[config.mk]
export PLATFORM = sky130hd
export DESIGN_NAME = cond_sum_adder_pipe
export DESIGN_NICKNAME = d
export VERILOG_FILES = /design/src/rtl/cond_sum_pkg.sv /design/src/rtl/cond_sum_adder_pipe_merge.sv /design/src/rtl/cond_sum_adder_pipe.sv
export SDC_FILE = /design/constraint.sdc
export NUM_CORES = 1
export LEC_CHECK = 0
export ABC_AREA = 1
export CAP_MARGIN = 20
export CORE_MARGIN = 2
export CORE_UTILIZATION = 29
export DETAILED_ROUTE_END_ITERATION = 6
export SYNTH_ARGS = -nofsm -noshare
export SYNTH_HDL_FRONTEND = slang
export SYNTH_SLANG_ARGS = --single-unit
[constraint.sdc]
create_clock -name clk -period 1.22 [get_ports clk]
set_clock_uncertainty 0.05 [all_clocks]
set_input_delay 0.122 -clock clk [delete_from_list [all_inputs] [get_ports clk]]
set_output_delay 0.122 -clock clk [all_outputs]
set_load 0.01 [all_outputs]
[src/rtl/cond_sum_pkg.sv]
// Shared types and sizing helpers for the
// pipelined conditional-sum adder.
package cond_sum_pkg;

  function automatic int clog2(input int n);
    int r;
    r = 0;
    for (int i = 0; i < 31; i++)
      if ((1 << i) < n) r = i + 1;
    return r;
  endfunction

  // Bit-generate + merge levels + carry-in select
  function automatic int levelsOf(input int w);
    return clog2(w) + 2;
  endfunction

  function automatic int latencyOf(
    input int w,
    input int lps
  );
    return (levelsOf(w) + lps - 1) / lps;
  endfunction

  // Control part of the stage bundle; the
  // per-bit s0/s1/c0/c1 vectors are sized by
  // WIDTH and appended in the top.
  typedef struct packed {
    logic       valid;
    logic       effCin;
    logic [1:0] msbCinPair;
  } stage_ctl_t;

endpackage

[src/rtl/cond_sum_adder_pipe_merge.sv]
// One conditional-sum merge level: upper half
// of each 2*BLK group selected by lower carry.
module csa_merge_level
  import cond_sum_pkg::*;
#(
  parameter int WIDTH = 16,
  parameter int BLK   = 1
) (
  input  logic [WIDTH-1:0] s0,
  input  logic [WIDTH-1:0] s1,
  input  logic [WIDTH-1:0] c0,
  input  logic [WIDTH-1:0] c1,
  input  logic [1:0]       msbPair,
  output logic [WIDTH-1:0] s0Sel,
  output logic [WIDTH-1:0] s1Sel,
  output logic [WIDTH-1:0] c0Sel,
  output logic [WIDTH-1:0] c1Sel,
  output logic [1:0]       msbSel
);

  localparam int M  = WIDTH - 2;
  localparam int ML = (M / (2 * BLK)) * 2 * BLK
                      + BLK - 1;

  // c0/c1 at bit i hold the carry out of bit i
  // within its block, so every bit is a prefix
  // result and all of them move with the merge.
  for (genvar i = 0; i < WIDTH; i++) begin : gBit
    localparam int LT = (i / (2 * BLK)) * 2 * BLK
                        + BLK - 1;
    if (((i / BLK) % 2) == 1) begin : gUp
      assign s0Sel[i] = c0[LT] ? s1[i] : s0[i];
      assign s1Sel[i] = c1[LT] ? s1[i] : s0[i];
      assign c0Sel[i] = c0[LT] ? c1[i] : c0[i];
      assign c1Sel[i] = c1[LT] ? c1[i] : c0[i];
    end else begin : gLo
      assign s0Sel[i] = s0[i];
      assign s1Sel[i] = s1[i];
      assign c0Sel[i] = c0[i];
      assign c1Sel[i] = c1[i];
    end
  end

  // Carry out of bit WIDTH-2 rides along for ovf
  if (((M / BLK) % 2) == 1) begin : gMsbUp
    assign msbSel[0] = c0[ML] ? msbPair[1]
                              : msbPair[0];
    assign msbSel[1] = c1[ML] ? msbPair[1]
                              : msbPair[0];
  end else begin : gMsbLo
    assign msbSel = msbPair;
  end

endmodule

[src/rtl/cond_sum_adder_pipe.sv]
// Pipelined conditional-sum add/sub with
// valid/ready handshakes and global stall.
module cond_sum_adder_pipe
  import cond_sum_pkg::*;
#(
  parameter int WIDTH         = 16,
  parameter int LVL_PER_STAGE = 1
) (
  input  logic             clk,
  input  logic             rst,
  input  logic             in_valid,
  output logic             in_ready,
  input  logic [WIDTH-1:0] a,
  input  logic [WIDTH-1:0] b,
  input  logic             cin,
  input  logic             sub,
  output logic             out_valid,
  input  logic             out_ready,
  output logic [WIDTH-1:0] sum,
  output logic             cout,
  output logic             ovf
);

  localparam int LEVELS = levelsOf(WIDTH);

  typedef struct packed {
    stage_ctl_t       ctl;
    logic [WIDTH-1:0] s0;
    logic [WIDTH-1:0] s1;
    logic [WIDTH-1:0] c0;
    logic [WIDTH-1:0] c1;
  } stage_t;

  logic             stall;
  logic [WIDTH-1:0] bEff;

  assign stall    = out_valid && !out_ready;
  assign in_ready = !stall;
  assign bEff     = sub ? ~b : b;

  for (genvar i = 0; i < LEVELS - 1; i++)
  begin : gLvl
    logic             v;
    logic             e;
    logic [1:0]       mp;
    logic [WIDTH-1:0] s0;
    logic [WIDTH-1:0] s1;
    logic [WIDTH-1:0] c0;
    logic [WIDTH-1:0] c1;
    stage_t           d;
    stage_t           q;

    if (i == 0) begin : gGen
      assign v  = in_valid && in_ready;
      assign e  = sub | cin;
      assign s0 = a ^ bEff;
      assign s1 = ~(a ^ bEff);
      assign c0 = a & bEff;
      assign c1 = a | bEff;
      assign mp = {c1[WIDTH-2], c0[WIDTH-2]};
    end else begin : gMrg
      assign v = gLvl[i-1].q.ctl.valid;
      assign e = gLvl[i-1].q.ctl.effCin;
      csa_merge_level #(
        .WIDTH (WIDTH),
        .BLK   (1 << (i - 1))
      ) uMrg (
        .s0      (gLvl[i-1].q.s0),
        .s1      (gLvl[i-1].q.s1),
        .c0      (gLvl[i-1].q.c0),
        .c1      (gLvl[i-1].q.c1),
        .msbPair (gLvl[i-1].q.ctl.msbCinPair),
        .s0Sel   (s0),
        .s1Sel   (s1),
        .c0Sel   (c0),
        .c1Sel   (c1),
        .msbSel  (mp)
      );
    end

    assign d = {v, e, mp, s0, s1, c0, c1};

    if (((i + 1) % LVL_PER_STAGE) == 0)
    begin : gReg
      // Stage register; the whole pipe freezes
      // together while the output is stalled
      always_ff @(posedge clk) begin
        if (rst)         q <= '0;
        else if (!stall) q <= d;
      end
    end else begin : gPass
      assign q = d;
    end
  end

  stage_t           f;
  logic [WIDTH-1:0] sumN;
  logic             coutN;
  logic             msbC;

  assign f     = gLvl[LEVELS-2].q;
  assign sumN  = f.ctl.effCin ? f.s1 : f.s0;
  assign coutN = f.ctl.effCin ? f.c1[WIDTH-1]
                              : f.c0[WIDTH-1];
  assign msbC  = f.ctl.effCin
               ? f.ctl.msbCinPair[1]
               : f.ctl.msbCinPair[0];

  // Carry-in select level feeds the output regs
  always_ff @(posedge clk) begin
    if (rst) begin
      out_valid <= 1'b0;
      sum       <= '0;
      cout      <= 1'b0;
      ovf       <= 1'b0;
    end else if (!stall) begin
      out_valid <= f.ctl.valid;
      sum       <= sumN;
      cout      <= coutN;
      ovf       <= msbC ^ coutN;
    end
  end

endmodule

=== Word level (Yosys, flattened, before mapping) ===
Cells that the tools add are included.

* Mux-type cells: 138
* Bitwise operators: 7
* Reduce and logical (&&, ||, !) cells: 4

{| class="wikitable"
|+ Operators with widths
! operator !! count
|-
| $mux 1 || 136
|-
| $mux 16 || 2
|-
| $not 16->16 || 2
|-
| $and 16x16->16 || 1
|-
| $or 16x16->16 || 1
|-
| $xor 16x16->16 || 1
|-
| $logic_and 1x1->1 || 2
|-
| $logic_not 1->1 || 2
|-
| $or 1x1->1 || 1
|-
| $xor 1x1->1 || 1
|}

* Flip-flop bits (word level): 359
* Input bits: 38
* Output and inout port bits: 20
* Logic and storage cells: 188

=== Depth between registers and ports, before layout ===
* Word-level depth: 4
* Depth in mapped cells: 8
* Mapped depth without buffers: 7

=== Modules after synthesis ===
A second synthesis with hierarchy kept.

* Cells, all modules: 2,075
* Area, all modules: 14,790.4 um2

{| class="wikitable"
|+ Modules (own cells, without submodules)
! module !! times used !! cells each !! area each (um2) !! seq. area each (um2)
|-
| cond_sum_adder_pipe || 1 || 1,503 || 12,047.8 || 6,546.3
|-
| csa_merge_level at gLvl[4].gMrg.uMrg || 1 || 142 || 730.7 || 0.0
|-
| csa_merge_level at gLvl[3].gMrg.uMrg || 1 || 142 || 683.2 || 0.0
|-
| csa_merge_level at gLvl[1].gMrg.uMrg || 1 || 146 || 675.6 || 0.0
|-
| csa_merge_level at gLvl[2].gMrg.uMrg || 1 || 142 || 653.1 || 0.0
|}

=== Worst setup path after synthesis ===
OpenSTA, ideal clock, no wires.

* Path kind: input-to-reg
* Start: input sub
* End: register gLvl[0].q[63] (netlist name)
* Library setup time: 116 ps
* Data arrival time: 1,090 ps
* Required time: 1,054 ps
* Slack: -36 ps
* Cell stages on the path: 6
* Path buffers: 2
* Path through: buf_4 -> buf_4 -> xnor2_1 -> ha_1 -> nor2_1 -> nor2_1

* Cells in the longest elaborated chain, start to end: 2

{| class="wikitable"
|+ RTL lines
! element !! RTL line !! source
|-
| start, declared || cond_sum_adder_pipe.sv:16 || <nowiki>input logic sub,</nowiki>
|-
| $mux 16 || cond_sum_adder_pipe.sv:39 || <nowiki>assign bEff = sub ? ~b : b;</nowiki>
|-
| $xor 16x16->16 || cond_sum_adder_pipe.sv:56 || <nowiki>assign s0 = a ^ bEff;</nowiki>
|-
| named net gLvl[0].s0[15] || cond_sum_adder_pipe.sv:46 || <nowiki>logic [WIDTH-1:0] s0;</nowiki>
|-
| end signal, assigned || cond_sum_adder_pipe.sv:88 || <nowiki>if (rst) q <= '0;</nowiki>
|-
| end signal, assigned || cond_sum_adder_pipe.sv:89 || <nowiki>else if (!stall) q <= d;</nowiki>
|-
| end, declared || cond_sum_adder_pipe.sv:51 || <nowiki>stage_t q;</nowiki>
|}

The timed path passes the listed nets, and every way through them passes these cells.
A chain may end at the register's enable or synchronous reset.

=== Final worst setup path ===
* Start: register out_valid
* End: register gLvl[1].q[60] (netlist name)

* Cells in the longest elaborated chain, start to end: 1

{| class="wikitable"
|+ RTL lines
! element !! RTL line !! source
|-
| start, declared || cond_sum_adder_pipe.sv:17 || <nowiki>output logic out_valid,</nowiki>
|-
| start signal, assigned || cond_sum_adder_pipe.sv:117 || <nowiki>out_valid <= f.ctl.valid;</nowiki>
|-
| $logic_and 1x1->1 || cond_sum_adder_pipe.sv:37 || <nowiki>assign stall = out_valid && !out_ready;</nowiki>
|-
| end signal, assigned || cond_sum_adder_pipe.sv:88 ||
|-
| end signal, assigned || cond_sum_adder_pipe.sv:89 ||
|-
| end, declared || cond_sum_adder_pipe.sv:51 ||
|}

Every way passes these cells.

==> results.py <==
metrics = {
    "final_layout": {
        "fin_nets": 1486,
        "layout_common_cells": "nand2_1, dfxtp_1, nor2_1",
        "final_common_cell": "nand2_1",
        "seq_area_sq_um": 5205,
        "synthToLayoutAreaGrowth_pct": 30.91,
        "fill_cells": 3567,
        "drive_above_1_share_pct": 16.38,
        "num_antenna_cells": 0,
        "design_area_sq_um": 13640,
        "postLayoutCoreUtil_pct": 38.43,
        "multi_input_area_sq_um": 4756,
    },
    "global_routing": {
        "grt_overflow_total": 0,
        "grt_first_pass_wirelength_um": 42330,
        "grt_pass1_vias": 8160,
        "grt_max_degree": 59,
        "grt_util_all_layers_pct": 13.18,
        "antenna_found_initial": 0,
    },
    "synth": {
        "synth_seq_cells": 259,
        "synth_warnings": 0,
        "synth_adder_area_share_pct": 3.964,
        "synth_top_family_by_area": "compound AO/OA/AOI/OAI gates",
        "synth_compound_area_share_pct": 21.62,
        "avgSynthCellArea_sq_um": 7.797,
        "synthSimpleGateAreaFrac_pct": 15.94,
        "synth-xor-area-share_pct": 1.345,
        "synth.cell_area_sq_um": 10420,
        "ys_seq_area_share_pct": 49.78,
        "synth.area.mux_share_pct": 0,
        "ys_types": 20,
        "syn-instance-count": 1336,
        "synth_fp_nets": 1407,
    },
    "floorplan": {
        "core_sq_um": 35480,
        "rows": 69,
        "dieHeight_um": 193.5,
        "fp.dieW_um": 193.5,
        "start_util_pct": 29.36,
        "pin_count": 58,
        "dieArea_sq_um": 37450,
    },
    "power_and_ir_drop": {
        "p_comb_share_pct": 9.0,
        "p_int_uw": 14430,
        "total_power_uw": 19050,
        "clockPowerShare_pct": 41.7,
        "power_switching_share_pct": 24.24,
        "pwr_density_cell_nw_per_um2": 1397,
        "seq_power_share_pct": 49.3,
        "p_leak_uw": 0.005281,
        "ir_drop_v": 0.0009285,
        "power.switching_uw": 4617,
    },
    "placed_design": {
        "placed_area_sq_um": 11780,
        "finalWeightedCongestion": 0.7726,
        "port_buffers": 57,
        "place_hpwl_um": 16950,
        "post-place-ws_ns": -0.5114,
    },
    "timing": {
        "finalHoldViolCount": 0,
        "worstMarginPinSlew_ns": 0.3551,
        "fin_crit_sh_pct": 109.6,
        "slew_violations": 0,
        "fmax_mhz": 747.9,
        "fin_crit_ns": 1.337,
        "tns_ns": -4.852,
        "rsz0062_at_grt": "true",
        "relSlewSlack_pct": 76.18,
        "setup_viol": 97,
        "setup_slack_ns": -0.1170,
    },
    "clock_tree": {
        "clk_pin_slew_ns": 0.06,
        "ctsHoldBuffers": 0,
        "cts_buffers": 27,
        "cts_tree": "yes",
        "clk_path_buf_depth": 3,
        "cts_root_buf": "clkbuf_16",
        "clock_latency_ns": 0.53,
        "clkSinkCount": 259,
        "cts_max_level": 1,
    },
    "flow_run": {
        "drv_cap": 0,
    },
    "worst_setup_path": {
        "cp_max_fo": 17,
        "critPathRequiredTime_ns": 1.58,
        "cp-start-kind": "flip-flop",
        "ff2ff_path_depth": 5,
        "endpoint_kind": "flip-flop",
        "worstSetupPathType": "reg2reg",
        "arrival_ns": 1.70,
    },
    "routing": {
        "routed_wirelength_um": 27490,
        "viasPerCell": 4.785,
        "dr.pass1.iters": 5,
        "routedWlPerCell_um": 14.50,
        "drtAntennaViolNets": 0,
        "dr_total_vias": 9073,
        "drc": 0,
        "dr.first_iter.drc_count": 628,
    },
    "outcome": {
        "status": "complete, but fails checks",
        "violations": "negative setup slack",
    },
    "hold_path": {
        "worstHoldPathType": "in2reg",
        "hold-path-cell-count": 3,
    },
}
[routing by layer]
metal | part of all wire (%) | up-vias | global-route usage, %
li1 | - | 4661 | -
met5 | 0 | - | 0
met3 | 4.3 | 39 | 2.057
met4 | 2.0 | 0 | 3.732
met2 | 45 | 180 | 20.07
met1 | 49 | 4193 | 19.21
[path summary, 6_finish.rpt]
| path | startpoint | end | slack (ns) |
|---|---|---|---|
| hold reg to reg | f[67] | f[67] | 0.41 |
| setup reg to reg | out_valid | gLvl[1].q[60] | -0.12 |
| hold / removal | in_valid | gLvl[1].v | 0.15 |
| setup / recovery | out_valid | gLvl[1].q[60] | -0.12 |
[state kept, by name, indices dropped and copies added (netlist names)]
register   count
gLvl.v         4
out_valid      1
f             38
gLvl.q       194
cout           1
gLvl.e         4
sum           16
ovf            1
[cell usage after synthesis, drive strengths merged]
cell    instances  share of area (%)
nand2         249                9.0
clkbuf         21               0.84
clkinv          2              0.072
nor2          190                6.8
nand3           1              0.048
inv            71                2.6
o21ai         258                 12
a31oi         116                7.0
xnor2          10               0.84
dfxtp         259                 50
xor2            6               0.50
ha             33                4.0
buf            73                3.9
a21oi          47                2.3
[worst max-delay path: stages (launching register included)]
cell and delay, ns:
dfxtp_4 0.38, nand2_8 0.09, buf_12 0.18, bufbuf_16 0.30
o21ai_1 0.15, nor2_1 0.06
[cell type report]
cell class	instances	share of cell area, %
Inverter	73	2.166
Tap cell	461	4.230
Multi-Input combinational cell	910	34.88
Timing Repair Buffer	144	14.25
Clock inverter	11	0.6056
Clock buffer	38	5.698
Sequential cell	259	38.17
[metrics by stage]
stage,cells,hold slack (ns)
finish,1896,0.1512
global route,1896,0.1809
CTS,1866,0.1442
detailed placement,1814,0.4020
global placement,1814,0.3870
floorplan,1336,0.1411
[power by group through the flow]
stage / combinational [uW] / clock [uW] / sequential [uW]
finish: 1710 / 7940 / 9390
global route: 1960 / 8460 / 9460
CTS: 1600 / 8100 / 9350
detailed placement: 1580 / 0 / 9520
global placement: 1550 / 0 / 9520
floorplan: 1050 / 0 / 9390
[repair_timing]
item	4_1_cts	5_1_grt
pin swaps	1	4
setup buffers	0	10
resized for setup	139	188
gates cloned	3	20
endpoints found under the setup margin	258	239
[cells by family after synthesis]
group                    count (synthesis)
XOR/XNOR                                16
adder cells (fa/ha/maj)                 33
buffers and inverters                  167
AO/OA/AOI/OAI                          421
flip-flops                             259
AND/OR/NAND/NOR                        440
No activity file was read; power rests on OpenSTA's default activity.
